[config.mk]
export PLATFORM = sky130hd
export DESIGN_NAME = btn_evt_queue_flat
export DESIGN_NICKNAME = d
export VERILOG_FILES = /design/src/rtl/btn_evt_queue_if.sv /design/src/rtl/btn_evt_queue.sv /design/src/flat_wrapper.sv
export SDC_FILE = /design/constraint.sdc
export NUM_CORES = 1
export LEC_CHECK = 0
export CORE_UTILIZATION = 55
export CTS_BUF_LIST = sky130_fd_sc_hd__clkbuf_8
export DETAILED_ROUTE_END_ITERATION = 16
export PLACE_DENSITY = 0.78
export SYNTH_ARGS = -nofsm -noshare
export SYNTH_HDL_FRONTEND = slang
export SYNTH_SLANG_ARGS = --single-unit
[constraint.sdc]
create_clock -name clk -period 2.35 [get_ports clk]
set_input_delay 0.235 -clock clk [delete_from_list [all_inputs] [get_ports clk]]
set_output_delay 0.235 -clock clk [all_outputs]
set_load 0.02 [all_outputs]
[src/rtl/btn_evt_queue_if.sv]
// Key-event handshake between the button event queue and its consumer.
// The queue drives valid/code; the note-matching logic drives ready.
interface btn_evt_queue_if #(
  parameter int IDX_W = 2
);
  logic             evt_valid;
  logic [IDX_W-1:0] evt_code;
  logic             evt_ready;

  modport master (
    output evt_valid,
    output evt_code,
    input  evt_ready
  );

  modport slave (
    input  evt_valid,
    input  evt_code,
    output evt_ready
  );
endinterface

[src/rtl/btn_evt_queue.sv]
// Turns debounced one-cycle button press pulses into an ordered stream of key events.
// Same-cycle presses are serialised lowest index first through a show-ahead FIFO.
module btn_evt_queue #(
  parameter  int NUM_BTN = 4,
  parameter  int DEPTH   = 8,
  parameter  int IDX_W   = 2,
  localparam int CNT_W   = $clog2(DEPTH) + 1
) (
  input  logic                 clk,
  input  logic                 rst,
  input  logic                 ena,
  input  logic                 flush,
  input  logic [NUM_BTN-1:0]   btn_pulse,
  btn_evt_queue_if.master      evt,
  output logic [CNT_W-1:0]     evt_count,
  output logic                 overflow
);

  localparam int PTR_W = $clog2(DEPTH);

  logic [NUM_BTN-1:0] pending;
  logic [IDX_W-1:0]   mem [DEPTH];
  logic [PTR_W-1:0]   wr_ptr;
  logic [PTR_W-1:0]   rd_ptr;

  logic [IDX_W-1:0]   drain_idx;
  logic               drain_hit;
  logic               pop;
  logic               push;
  logic [NUM_BTN-1:0] drain_mask;
  logic [NUM_BTN-1:0] capture;
  logic [NUM_BTN-1:0] repeat_hit;

  // Scan from the top down so the last assignment wins: lowest pending index.
  always_comb begin
    drain_idx = '0;
    drain_hit = 1'b0;
    for (int i = NUM_BTN - 1; i >= 0; i--) begin
      if (pending[i]) begin
        drain_idx = IDX_W'(i);
        drain_hit = 1'b1;
      end
    end
  end

  assign pop        = (evt_count != '0) && evt.evt_ready;
  assign push       = drain_hit && ((evt_count < CNT_W'(DEPTH)) || pop);
  assign drain_mask = push ? (NUM_BTN'(1) << drain_idx) : '0;
  assign capture    = ena ? btn_pulse : '0;
  // A press on a bit that is still waiting (and not leaving this edge) is lost.
  assign repeat_hit = capture & pending & ~drain_mask;

  always_ff @(posedge clk) begin
    if (rst) begin
      pending   <= '0;
      wr_ptr    <= '0;
      rd_ptr    <= '0;
      evt_count <= '0;
      overflow  <= 1'b0;
    end else if (flush) begin
      pending   <= '0;
      wr_ptr    <= '0;
      rd_ptr    <= '0;
      evt_count <= '0;
    end else begin
      pending <= (pending & ~drain_mask) | capture;
      if (|repeat_hit) begin
        overflow <= 1'b1;
      end
      if (push) begin
        wr_ptr <= wr_ptr + PTR_W'(1);
      end
      if (pop) begin
        rd_ptr <= rd_ptr + PTR_W'(1);
      end
      case ({push, pop})
        2'b10:   evt_count <= evt_count + CNT_W'(1);
        2'b01:   evt_count <= evt_count - CNT_W'(1);
        default: evt_count <= evt_count;
      endcase
    end
  end

  always_ff @(posedge clk) begin
    if (!rst && !flush && push) begin
      mem[wr_ptr] <= drain_idx;
    end
  end

  // Code is forced to zero while empty so stale storage never shows.
  assign evt.evt_valid = (evt_count != '0);
  assign evt.evt_code  = evt.evt_valid ? mem[rd_ptr] : '0;

endmodule

[src/flat_wrapper.sv]
// flat-port wrapper written by rule: the top's interface ports become plain ports
module btn_evt_queue_flat 
#(
  parameter  int NUM_BTN = 4,
  parameter  int DEPTH   = 8,
  parameter  int IDX_W   = 2,
  localparam int CNT_W   = $clog2(DEPTH) + 1
)
  (clk, rst, ena, flush, btn_pulse, evt_count, overflow, evt_evt_valid, evt_evt_code, evt_evt_ready);
  btn_evt_queue_if #(.IDX_W(IDX_W)) evt_i ();
  input  logic clk;
  input  logic rst;
  input  logic ena;
  input  logic flush;
  input  logic [NUM_BTN-1:0] btn_pulse;
  output logic [CNT_W-1:0] evt_count;
  output logic overflow;
  output wire logic [$bits(evt_i.evt_valid)-1:0] evt_evt_valid;
  output wire logic [$bits(evt_i.evt_code)-1:0] evt_evt_code;
  input wire logic [$bits(evt_i.evt_ready)-1:0] evt_evt_ready;
  assign evt_evt_valid = evt_i.evt_valid;
  assign evt_evt_code = evt_i.evt_code;
  assign evt_i.evt_ready = evt_evt_ready;
  btn_evt_queue #(.NUM_BTN(NUM_BTN), .DEPTH(DEPTH), .IDX_W(IDX_W)) u_core (.clk(clk), .rst(rst), .ena(ena), .flush(flush), .btn_pulse(btn_pulse), .evt(evt_i), .evt_count(evt_count), .overflow(overflow));
endmodule
# After elaboration in Yosys (flattened, before gate mapping)
# Memories as Yosys holds them, arrays and structs flattened. A register that Yosys moved wholly into a read port is not among the register bits.
# Index checks and enable logic that the tools add are counted.
# classes
n_reduce_logical	12
bitwise	6
n_lt_le_gt_ge	1
shifts	1
n_eq_ne	2
mux	16
n_addsub	4
# op_table
operator	count
$and 4x4->4	3
$mux 2	5
$mux 4	2
$pmux 4 s2	1
$add 3x1->3 const B	2
$mux 1	6
$mux 3	2
$add 4x1->4 const B	1
$logic_and 1x1->1	4
$lt 4x4->1 const B	1
$not 4->4	1
$or 4x4->4	1
$reduce_bool 4->1	1
$reduce_or 4->1	1
$shl 1x2->4 const A	1
$sub 4x1->4 const B	1
$eq 2x1->1 const B	1
$eq 2x2->1 const B	1
$logic_not 1->1	2
$reduce_and 2->1	1
$reduce_bool 2->1	1
$reduce_or 2->1	1
$logic_or 1x1->1	1
$not 1->1	1
# totals
n_memories	1
ramBits	16
word_cells	48
regBits	15
# mem_list
memory	depth	word_bits	rd	rd_clocked_by_memory_dff	write_ports	line	text
u_core.mem	8	2	1	1	1	btn_evt_queue.sv:22	logic [IDX_W-1:0] mem [DEPTH];

# Longest topological paths before layout
# logic_depth
depth_word	10
depth_mapped	11
depth_no_buf	11

# Worst setup path before layout
# OpenSTA, ideal clock, no wires.
# synth_timing
path_kind	reg2reg
startpoint	register u_core.evt_count[0]
endpoint	register u_core.evt_count[2]
setup_time_ns	0.071
setup_slack_ns	-0.023
n_path_buf	0
stages_incl_launch_ff	12
period_less_slack_ns	2.373
arrival_ns	2.302
path_cell_list	dfxtp_1 > nor4_4 > inv_1 > nand2_1 > inv_1 > ha_1 > xor2_1 > ha_1 > a21oi_2 > xor2_1 > or3_1 > a21oi_1
# synth_via
elab_chain_len	6
elab_cells_between_ends	11
# synth_rtl
element	line	text
start: declaration	btn_evt_queue.sv:15	output logic [CNT_W-1:0] evt_count,
start signal: assignment	btn_evt_queue.sv:77	2'b10: evt_count <= evt_count + CNT_W'(1);
start signal: assignment	btn_evt_queue.sv:78	2'b01: evt_count <= evt_count - CNT_W'(1);
start signal: assignment	btn_evt_queue.sv:79	default: evt_count <= evt_count;
$reduce_bool 4->1 *	-	
net evt_evt_valid	flat_wrapper.sv:18	output wire logic [$bits(evt_i.evt_valid)-1:0] evt_evt_valid;
$logic_and 1x1->1 *	btn_evt_queue.sv:46	assign pop = (evt_count != '0) && evt.evt_ready;
net u_core.pop	btn_evt_queue.sv:28	logic pop;
$logic_or 1x1->1	btn_evt_queue.sv:47	assign push = drain_hit && ((evt_count < CNT_W'(DEPTH)) || pop);
$logic_and 1x1->1	btn_evt_queue.sv:47	
$eq 2x1->1 or $eq 2x2->1 (tied branches)	btn_evt_queue.sv:76	case ({push, pop})
$pmux 4 s2 or $reduce_bool 2->1 (tied branches)	-	
# Mark *: on every way through the listed nets, which the timed path passes. The rest lies on a longest branch.
# A chain may end at the register's enable or synchronous reset.

# Final worst setup path
# layout_timing
startpoint	register u_core.evt_count[1]
endpoint	register u_core.evt_count[2]
# layout_via
elab_chain_len	6
elab_cells_between_ends	11
# layout_rtl
element	line
$reduce_bool 4->1 *	btn_evt_queue.sv:46
$logic_and 1x1->1 *	btn_evt_queue.sv:46
net u_core.pop	btn_evt_queue.sv:28
$logic_or 1x1->1	btn_evt_queue.sv:47
$logic_and 1x1->1	btn_evt_queue.sv:47
$eq 2x1->1 or $eq 2x2->1 (tied branches)	btn_evt_queue.sv:76
$pmux 4 s2 or $reduce_bool 2->1 (tied branches)	-
# Marked as above.

==> results.tsv <==
stage	metric	value	unit
synthesis	multiplexer share of the synthesized area	7.748	%
synthesis	synthesized area per cell	11.66	um^2
floorplanning	DIE HEIGHT	55.09	um
layout	Ant. Diodes	0	
sta	Final Max Slew Viols	0	
sta	normalized max-slew margin	47.50	%
pwr	worst vdd ir	0.6597	mV
grt	number of antenna violations at the first check in global routing	0	
synthesis	register area share after synthesis	54.24	%
synthesis	cell taking the most area after synthesis	edfxtp_1	
route	Iteration-0 DRC Markers	12	
worst_hold_path	Hold WC Path Type	register to register	
layout	P&R area growth vs syn	25.34	%
sta	Final Setup Violations	0	
clocking	CTS H-Tree Depth	2	
pwr	Leak	0.0007022	uW
worst_setup_path	startpoint types	register	
place	RePlAce Congestion	0.8225	
sta	clk_skew	0.005056	ns
synthesis	fraction of registers with async set/reset	0	%
layout	final net count	175	
worst_setup_path	crit-path max FO	4	
sta	Final Cycle Share	93.08	%
route	Residual DRC	0	
synthesis	main combinational cell family by area after synthesis	simple AND/OR/NAND/NOR gates	
synthesis	synthesis warning total	0	
grt	Overall Global Routing Usage	21.78	%
sta	Hold Fails Final Rpt	0	
place	Port Buffers	16	
worst_setup_path	CP delay by family, top	simple AND/OR/NAND/NOR gates	
clocking	Clock Pin Slew Worst Setup and Hold Paths	0.07	ns
route	Pre-antenna DRT Iters	4	
synthesis	Seq cells post-synth	34	
layout	share of layout cells above drive strength 1	20.37	%
floorplanning	FP Rows	18	
clocking	clk sinks	34	
clocking	clock buffer depth	2	
floorplanning	Core Region	2567	um^2
worst_setup_path	Worst Path Required	2.57	ns
route	Routed Antenna Nets	0	
route	drt wl/cell	14.35	um
synthesis	Post-Synth Simple-Gate Area	18.48	%
synthesis	post-synth top area share	30.99	%
grt	global-route wire length before repair	4471	um
place	Detailed Place HPWL	2074	um
worst_setup_path	CP Cell Sequence	nor4_4, inv_2, nand2_2, inv_1, ha_1, xor2_1, ha_1, a21oi_2, xor2_1, or3_1, a21oi_1	
sta	RSZ-0062 raised after global routing	false	
route	detailed-route via count	1074	
synthesis	adder-cell area share of the yosys netlist	4.036	%
pwr	pwr dens	720.2	nW/um^2
route	wire length after detailed routing	2756	um
floorplanning	Chip Width	55.09	um
sta	f_max	0.4572	GHz
sta	Slew @ Worst Pin	0.7814	ns
synthesis	number of library cell types mapped by synthesis	38	
clocking	Num CTS Buffers	5	
worst_setup_path	Buf/Inv on CP	2	
clocking	Clock Latency Late Sink	0.29	ns
synthesis	Syn Inst Count	133	
grt	largest net degree at the start of global routing	16	
run_status	status	finished clean	
worst_setup_path	CP max-delay cell	dfxtp_1	
synthesis	Compound-Gate Fraction of Synth Area	9.120	%
pwr	total power	1399	uW
synthesis	synthesized area	1550	um^2
clocking	TritonCTS clock tree	done	
worst_setup_path	type of the worst setup path	register to register	
floorplanning	num ports	17	
route	Vias/cell	5.594	
sta	Fin Setup TNS	0	ns
flow_run	max cap viols	0	
synthesis	Post-Syn Nets	147	
grt	grt ovf	0	
worst_setup_path	WP data arrival	2.41	ns
worst_setup_path	CP endpoint kind	register	
sta	post-layout minimum cycle time	2.187	ns
grt	number of global-route vias before repair	1044	
worst_setup_path	Crit path largest cell delay	0.34	ns
synthesis	Post-synth EDFFs	16	
floorplanning	Die Footprint	3035	um^2
synthesis	Synth Flop Type	dfxtp_1	
floorplanning	Initial Util	60.38	%
synthesis	fraction of synthesized cell area in xor and xnor cells	3.955	%
synthesis	ranking of synthesized cells by area	edfxtp_1, dfxtp_1, mux4_2	
clocking	clk root buf	clkbuf_8	
sequential cells by signal (all words and copies together) (netlist names), named ones only:
register and cells:
u_core.evt_count 4, u_core.mem 16, u_core.overflow 1, u_core.pending 4, u_core.rd_ptr 3, u_core.wr_ptr 3
repair_timing:
item                       in CTS  in global routing
buffers inserted                0                  1
hold buffers                    0                  0
setup endpoints to repair       0                  4
gates resized for setup         0                  3
where the power goes:
group / internal [uW] / switching [uW] / total (uW)
Combinational: 58.9 / 61.1 / 120
Clock: 425 / 219 / 644
Sequential: 626 / 9.77 / 635
kinds of logic after synthesis:
family | Yosys count
compound gates | 20
xor+xnor | 7
fa+ha+maj | 5
buf+inv | 10
flops | 34
mux | 7
simple gates | 50
worst register-to-register path, cell delays in order (launching register included):
cell     delay (ns)
dfxtp_1        0.34
nor4_4         0.31
inv_2          0.09
nand2_2        0.10
inv_1          0.08
ha_1           0.22
xor2_1         0.15
ha_1           0.19
a21oi_2        0.12
xor2_1         0.08
or3_1          0.31
a21oi_1        0.14
area by class of cell:
cell class                 instances  area, um^2
timing repair buffer              23       212.7
tap                               30       37.54
sequential                        34       842.1
clock inverter                     3       68.82
clock buffer                       5       68.82
multi-input combinational         89       683.2
inverter                           8       30.03
fill                             182       624.3
metrics by stage:
stage | setup WS (ns) | area [um^2] | utilization [%] | hold WS, ns | std cells
floorplan | 0.03635 | 1550 | - | 0.2996 | 133
global placement | 0.1032 | 1785 | 69.54 | 0.4722 | 183
detailed placement | 0.02360 | 1785 | 69.54 | 0.4834 | 183
CTS | 0.01230 | 1923 | 74.90 | 0.4989 | 191
global route | 0.01563 | 1943 | 75.68 | 0.5395 | 192
finish | 0.1627 | 1943 | 75.68 | 0.4925 | 192
cells in the mapped netlist (all sizes together), types with 3 or more instances:
cell type	n
inv	8
dfxtp	18
a21oi	9
nand3	4
mux4	4
o21ai	3
nor2	21
edfxtp	16
mux2i	3
xor2	5
nand2b	4
or3	3
nand2	7
nor3	3
ha	5
placed cells by master, fill, tap and decap left out, drive strengths merged:
master / instances
clkinv: 1
a21oi: 9
nand3b: 1
a2111oi: 1
or2: 1
nor4: 2
or4: 1
nand2: 7
xor2: 5
a211oi: 2
edfxtp: 16
clkdlybuf4s50: 16
o21ai: 3
nor2b: 1
o31ai: 1
inv: 8
mux4: 4
buf: 7
nor3b: 1
clkbuf: 5
mux2i: 3
nand3: 4
dfxtp: 18
a22oi: 2
nand4b: 1
a41oi: 1
nor2: 21
ha: 5
or3: 3
xnor2: 2
bufinv: 2
nand2b: 4
o221a: 1
nor3: 3
metal layers:
metal | GRT usage (%) | wire, um | vias up
met4 | 7.917 | 46 | 0
met3 | 6.011 | 91 | 5
met1 | 25.49 | 1254 | 513
li1 | - | - | 537
met2 | 37.95 | 1363 | 19
met5 | 0 | 0 | -
worst paths after layout:
kind	startpoint	endpoint	slack, ns	depth (start not counted)
worst min register to register	u_core.rd_ptr[1]	register	0.49	2
worst max register to register	u_core.evt_count[1]	u_core.evt_count[2]	0.16	11
worst min-delay path	u_core.rd_ptr[1]	register	0.49	2
worst max-delay path	u_core.evt_count[1]	u_core.evt_count[2]	0.16	11
Power figures use the tool's default switching activity.
